==> config.mk <==
export PLATFORM = sky130hd
export DESIGN_NAME = avalon_mem_tester
export DESIGN_NICKNAME = d
export VERILOG_FILES = /design/src/rtl/avalon_mem_tester.sv
export SDC_FILE = /design/constraint.sdc
export NUM_CORES = 1
export LEC_CHECK = 0
export BUFFER_PORTS_ARGS = -buffer_cell sky130_fd_sc_hd__buf_2
export CAP_MARGIN = 20
export CORE_MARGIN = 8
export CORE_UTILIZATION = 51
export DETAILED_ROUTE_END_ITERATION = 8
export PLACE_DENSITY = 0.82
export SYNTH_ARGS = -nofsm -noshare
export SYNTH_HDL_FRONTEND = slang
export SYNTH_SLANG_ARGS = --single-unit
==> constraint.sdc <==
create_clock -name clk -period 3.2 [get_ports clk]
set_input_delay 0 -clock clk [delete_from_list [all_inputs] [get_ports clk]]
set_output_delay 0 -clock clk [all_outputs]
set_load 0.05 [all_outputs]
==> src/rtl/avalon_mem_tester.sv <==
// avalon_mem_tester: Avalon-MM master that writes a pattern over a RAM region, reads it back and counts mismatches.
// Build option MEMTEST_LFSR_PATTERN_EN selects a Galois LFSR pattern instead of the {~i,i} offset pattern.
module avalon_mem_tester #(
  parameter int          ADDR_W = 13,
  parameter logic [31:0] SEED   = 32'h1
) (
  input  logic              clk,
  input  logic              reset,
  input  logic              start,
  input  logic [ADDR_W-1:0] base_addr,
  input  logic [ADDR_W:0]   num_words,
  output logic              busy,
  output logic              done,
  output logic              error,
  output logic [15:0]       err_count,
  output logic [ADDR_W-1:0] first_err_addr,
  output logic [ADDR_W-1:0] avm_address,
  output logic [3:0]        avm_byteenable,
  output logic              avm_read,
  output logic              avm_write,
  output logic [31:0]       avm_writedata,
  input  logic [31:0]       avm_readdata,
  input  logic              avm_readdatavalid,
  input  logic              avm_waitrequest
);
  localparam logic [2:0] S_IDLE = 3'd0, S_WRITE = 3'd1, S_RD_REQ = 3'd2, S_RD_WAIT = 3'd3, S_FINISH = 3'd4;
  localparam logic [ADDR_W:0] ONE = 1;
  logic [2:0]        state;
  logic [ADDR_W-1:0] base;
  logic [ADDR_W:0]   cnt, idx;
  logic [ADDR_W-1:0] addr;
  logic [31:0]       pat;
  logic              last, start_acc, wr_acc, rd_acc, cmp;
  assign addr      = base + idx[ADDR_W-1:0];
  assign last      = idx == cnt - ONE;
  assign start_acc = state == S_IDLE && start;
  assign wr_acc    = state == S_WRITE && !avm_waitrequest;
  assign rd_acc    = state == S_RD_REQ && !avm_waitrequest;
  assign cmp       = state == S_RD_WAIT && avm_readdatavalid;
`ifdef MEMTEST_LFSR_PATTERN_EN
  logic [31:0] lfsr;
  assign pat = lfsr;
  // Restart at write entry and at read entry so both passes see the same sequence
  always_ff @(posedge clk) begin
    if (reset || start_acc || (wr_acc && last)) lfsr <= SEED;
    else if (wr_acc || cmp) lfsr <= {1'b0, lfsr[31:1]} ^ (lfsr[0] ? 32'h8020_0003 : 32'h0);
  end
`else
  logic [15:0] i16;
  assign i16 = 16'(idx);
  assign pat = {~i16, i16};
`endif
  assign busy           = state == S_WRITE || state == S_RD_REQ || state == S_RD_WAIT;
  assign done           = state == S_FINISH;
  assign avm_write      = state == S_WRITE;
  assign avm_read       = state == S_RD_REQ;
  assign avm_address    = (avm_read || avm_write) ? addr : '0;
  assign avm_byteenable = (avm_read || avm_write) ? 4'hF : 4'h0;
  assign avm_writedata  = avm_write ? pat : 32'h0;
  always_ff @(posedge clk) begin
    if (reset) begin
      state          <= S_IDLE;
      base           <= '0;
      cnt            <= '0;
      idx            <= '0;
      error          <= 1'b0;
      err_count      <= 16'h0;
      first_err_addr <= '0;
    end else begin
      case (state)
        S_IDLE: if (start) begin
          base           <= base_addr;
          cnt            <= num_words;
          idx            <= '0;
          error          <= 1'b0;
          err_count      <= 16'h0;
          first_err_addr <= '0;
          state          <= num_words == '0 ? S_FINISH : S_WRITE;
        end
        S_WRITE: if (wr_acc) begin
          idx   <= last ? '0 : idx + ONE;
          state <= last ? S_RD_REQ : S_WRITE;
        end
        S_RD_REQ: if (rd_acc) state <= S_RD_WAIT;
        S_RD_WAIT: if (cmp) begin
          idx   <= idx + ONE;
          state <= last ? S_FINISH : S_RD_REQ;
          if (avm_readdata != pat) begin
            err_count <= err_count + {15'h0, ~&err_count};
            error     <= 1'b1;
            if (!error) first_err_addr <= addr;
          end
        end
        default: state <= S_IDLE;
      endcase
    end
  end
endmodule

==> summary.md <==
After synthesis, the mean cell area works out to 7.362 µm². Of the available clock period, the critical path in the final layout requires 89.04%. The number of nets in the layout is 892, and the via density per instance is 5.615. The count of warnings emitted by yosys is 0. Static timing analysis puts the maximum clock frequency at 0.3510 GHz. The number of buffers on the longest clock path was 2; the largest fanout of any net on the critical path was 10. The sequential power share was 34.9%; the total number of placement rows was 35.

Number of enable flip-flop cells after synthesis: 0. The largest area contributor in the synthesized netlist was sky130_fd_sc_hd__dfxtp_1. Across all layers, the routed design uses 5205 vias. Prior to clock tree synthesis, the placed netlist has a worst setup slack of 493.0 ps. In the post-synthesis netlist, the biggest area contributors are sky130_fd_sc_hd__dfxtp_1 (31%), sky130_fd_sc_hd__nand2_1 (8.1%), sky130_fd_sc_hd__nor2_1 (6.1%), sky130_fd_sc_hd__a21oi_1 (5.9%), sky130_fd_sc_hd__xnor2_1 (5.6%). For the via count of the first global-routing pass, the log shows 5127. The kind of start point of the critical path was a flop. After Yosys synthesis, full adders, half adders and majority gates account for 4.560% of the synthesized area. The simple-gate share of the synthesized area was 33.42%. The switching fraction of total power is 38.26%, and the data arrival time of the critical path is 2850 ps. The switching power came out at 1107 µW. The synthesized netlist occupies a cell area of 4830 µm². The tools report the post-synthesis cell count as 656.

For this design the static power due to leakage is 0.002761 µW. Across all setup checks in the final design, the least slack found is 350.7 ps. The total track usage came out at 23.11%. Die width: 113.3 µm. Buffer type at the clock tree root: sky130_fd_sc_hd__clkbuf_8.

After detailed routing, the average wire length per cell comes to 16.37 µm. The total iterations of the first detailed-routing run is 5. The die covers 12840 µm².

In this run the remaining antenna-violating nets after routing total 0. Per report_power, the combinational group accounts for 34.4% of the total. The run gives 1787 µW as the internal power contribution. Entering global routing, the biggest net connects 32 pins. The share of synthesized area spent on multiplexers was 0.4663%. TritonCTS built the clock tree.

The run gives 30.8% as the clock network fraction of design power. Setup repair after global routing left no endpoint under its margin. Counting flops with an async set or reset pin after synthesis yields a share of 0%. The critical path in this run is classified as flop to primary output.

The run gives 30.67% as the portion of the post-synthesis area used by sequential elements. Leading register cell type out of synthesis: sky130_fd_sc_hd__dfxtp_1. Post-detailed-route DRC marker count: 0. In this run, post-CTS hold repair placed 27 buffers. The logs give 0 for the number of antenna diodes and 0 for the post-CTS repair timing setup buffer count. The run gives 340 ps as the clock insertion delay at the later pin of the skew report.

The measured slew at the worst slew-check pin was 575.5 ps; the peak ir drop on the vdd network was 0.0002764 V. The CTS sink count was 74; the final setup skew was 6.661 ps. The clock transition time at the flip-flop clock pins of the worst setup and hold paths came out at 80 ps. The area growth from synthesis to layout is 26.84%. The tools report the half-perimeter wire length after placement as 11.41 mm. Routability-driven placement finished with a final weighted congestion of 0.9103. Subtracting the final worst setup slack from the clock period gives 2849 ps. The worst setup path is captured at a primary output. In this run the standard cell core region covers 9196 µm². The overall die height works out to 113.3 µm. The total count of max-transition violations in the final report was 0. In the final timing run, aggregate negative setup slack is 0 ps.

The maximum level of the CTS H-tree was 3. The total congestion overflow was 0; the layout cell share with drive strength beyond 1 was 24.39%. The class of the most critical hold timing path is input pin to flop. The run finished with clean final reports. The synthesized netlist devotes 9.974% of its cell area to XOR and XNOR gates. The layout has 787 filler cells. The final-report hold violation count was 0. The number of input and output port buffers inserted works out to 144.

The first routing iteration left 440 violations. The initial antenna violation count came out at 0. Counting distinct cell types in the post-synthesis netlist gives 61.

The run gives 24.29 mm as the global-route wire length before repair. The post-cts sizing count was 0; the area share of the largest cell type after synthesis was 30.67%. Summing the areas of all compound-gate instances in the mapped netlist gives 14.97% of the synthesized area. Pin placement for this block handled 147 I/O pins. Once the floorplan was initialized, standard cells occupied 52.52% of the core.

The required time of the worst setup path came out at 3200 ps. Combinational family with the most area after synthesis: simple AND/OR/NAND/NOR gates. For the reported max-cap violation count, the log shows 0.

The total wire length after detailed routing came out at 15.18 mm. Counting the buffers created by CTS gives 9. The setup violation total in the final timing report is 0. The areal power density over the cells is 472.5 nW/µm².

The worst pin sits at a relative slew slack of 61.58%. The register bit total from synthesis is 74.
## metal layers
layer  wire (µm)  part of all wire, %  track usage, %  vias up
met5           0                    0               0        -
met4         306                  2.0           9.236        0
met3        1346                  8.9           6.283       24
met2        6935                   46           37.70      251
met1        6590                   43           28.20     2360
li1            -                    -               -     2570
## final timing paths
path / cells past startpoint / slack, ps / from / endpoint
setup / recovery: 11 / 350 / idx[0] / avm_address[10]
hold / removal: 2 / 90 / reset / err_count[11]
setup reg to reg: 8 / 500 / cnt[3] / idx[2]
hold reg to reg: 2 / 450 / first_err_addr[6] / first_err_addr[6]
## power groups by stage
stage | registers (µW) | clock network [µW] | logic, µW
6_report | 1010 | 890 | 995
5_1_grt | 1020 | 944 | 1070
4_1_cts | 1010 | 903 | 989
3_5_place_dp | 1030 | 0 | 959
3_3_place_gp | 1030 | 0 | 947
2_1_floorplan | 1010 | 0 | 754
## cell type report
class / count / area [µm²] / share of cell area, %
well taps: 111 / 138.9 / 2.267
repair buffers: 189 / 1126 / 18.38
clock buffers: 10 / 127.6 / 2.083
flip-flops and latches: 74 / 1481 / 24.18
clock inverters: 6 / 113.9 / 1.859
inverters: 17 / 63.81 / 1.042
multi-input cells: 520 / 3074 / 50.18
## registers in the layout, summed over array words and instances, names as in the netlist
name,cells
base,13
idx,14
err_count,16
error,1
state,3
cnt,14
first_err_addr,13
## cell usage after synthesis, types with 3 or more instances
library cell and n:
sky130_fd_sc_hd__o22ai_1 8, sky130_fd_sc_hd__nand2_1 104, sky130_fd_sc_hd__and2_1 3, sky130_fd_sc_hd__inv_1 16, sky130_fd_sc_hd__nand4_1 14, sky130_fd_sc_hd__buf_2 4
sky130_fd_sc_hd__nor4_1 10, sky130_fd_sc_hd__nor3_1 20, sky130_fd_sc_hd__a21oi_1 57, sky130_fd_sc_hd__nor2_1 78, sky130_fd_sc_hd__and3_1 23, sky130_fd_sc_hd__nor2b_1 6
sky130_fd_sc_hd__ha_1 16, sky130_fd_sc_hd__o2111ai_1 3, sky130_fd_sc_hd__a31oi_1 9, sky130_fd_sc_hd__or3_1 7, sky130_fd_sc_hd__nand2b_1 15, sky130_fd_sc_hd__or3b_2 5
sky130_fd_sc_hd__buf_1 3, sky130_fd_sc_hd__or2_2 5, sky130_fd_sc_hd__nand3_1 17, sky130_fd_sc_hd__a21o_1 5, sky130_fd_sc_hd__clkbuf_1 29, sky130_fd_sc_hd__dfxtp_1 74
sky130_fd_sc_hd__o21ai_0 13, sky130_fd_sc_hd__xor2_1 24, sky130_fd_sc_hd__nand3b_1 8, sky130_fd_sc_hd__xnor2_1 31, sky130_fd_sc_hd__buf_4 9
## worst max-delay path: stages (launching register included)
cell                       delay, ps
sky130_fd_sc_hd__dfxtp_1         300
sky130_fd_sc_hd__buf_4           180
sky130_fd_sc_hd__ha_1            220
sky130_fd_sc_hd__fa_1            410
sky130_fd_sc_hd__a21o_1          170
sky130_fd_sc_hd__a21oi_1         260
sky130_fd_sc_hd__o21ai_0         160
sky130_fd_sc_hd__nand3_1         130
sky130_fd_sc_hd__nand3b_1        100
sky130_fd_sc_hd__xnor2_1         280
sky130_fd_sc_hd__nor2_1           70
sky130_fd_sc_hd__buf_2           220
## through the flow
step | util (%) | total power, µW | instances | area (µm²) | hold WS (ps)
floorplan | - | 1765 | 657 | 4833 | 136.0
global placement | 61.05 | 1974 | 884 | 5614 | 242.6
detailed placement | 61.05 | 1989 | 884 | 5614 | 248.7
CTS | 66.61 | 2901 | 927 | 6126 | 76.72
global route | 66.61 | 3030 | 927 | 6126 | 113.8
finish | 66.61 | 2895 | 927 | 6126 | 94.68
## cells in the final DEF (no fill, tap or decap), types with 3 or more instances in the layout
cell	n
sky130_fd_sc_hd__a21o_1	5
sky130_fd_sc_hd__a21oi_1	57
sky130_fd_sc_hd__a31oi_1	9
sky130_fd_sc_hd__and2_1	3
sky130_fd_sc_hd__and3_1	23
sky130_fd_sc_hd__buf_2	144
sky130_fd_sc_hd__buf_4	18
sky130_fd_sc_hd__bufinv_16	3
sky130_fd_sc_hd__clkbuf_8	9
sky130_fd_sc_hd__dfxtp_1	74
sky130_fd_sc_hd__dlygate4sd3_1	27
sky130_fd_sc_hd__ha_1	16
sky130_fd_sc_hd__inv_1	16
sky130_fd_sc_hd__nand2_1	104
sky130_fd_sc_hd__nand2b_1	15
sky130_fd_sc_hd__nand3_1	17
sky130_fd_sc_hd__nand3b_1	8
sky130_fd_sc_hd__nand4_1	14
sky130_fd_sc_hd__nor2_1	78
sky130_fd_sc_hd__nor2b_1	6
sky130_fd_sc_hd__nor3_1	19
sky130_fd_sc_hd__nor4_1	10
sky130_fd_sc_hd__o2111ai_1	3
sky130_fd_sc_hd__o21ai_0	13
sky130_fd_sc_hd__o22ai_1	8
sky130_fd_sc_hd__or2_2	5
sky130_fd_sc_hd__or3_1	7
sky130_fd_sc_hd__or3b_2	5
sky130_fd_sc_hd__xnor2_1	31
sky130_fd_sc_hd__xor2_1	24
## cell families after synthesis
family,count (synthesis)
buffers and inverters,63
multiplexers,2
AND/OR/NAND/NOR,326
flip-flops,74
AO/OA/AOI/OAI,118
adder cells (fa/ha/maj),17
other,1
XOR/XNOR,55
(Power assumes the default switching activity.)
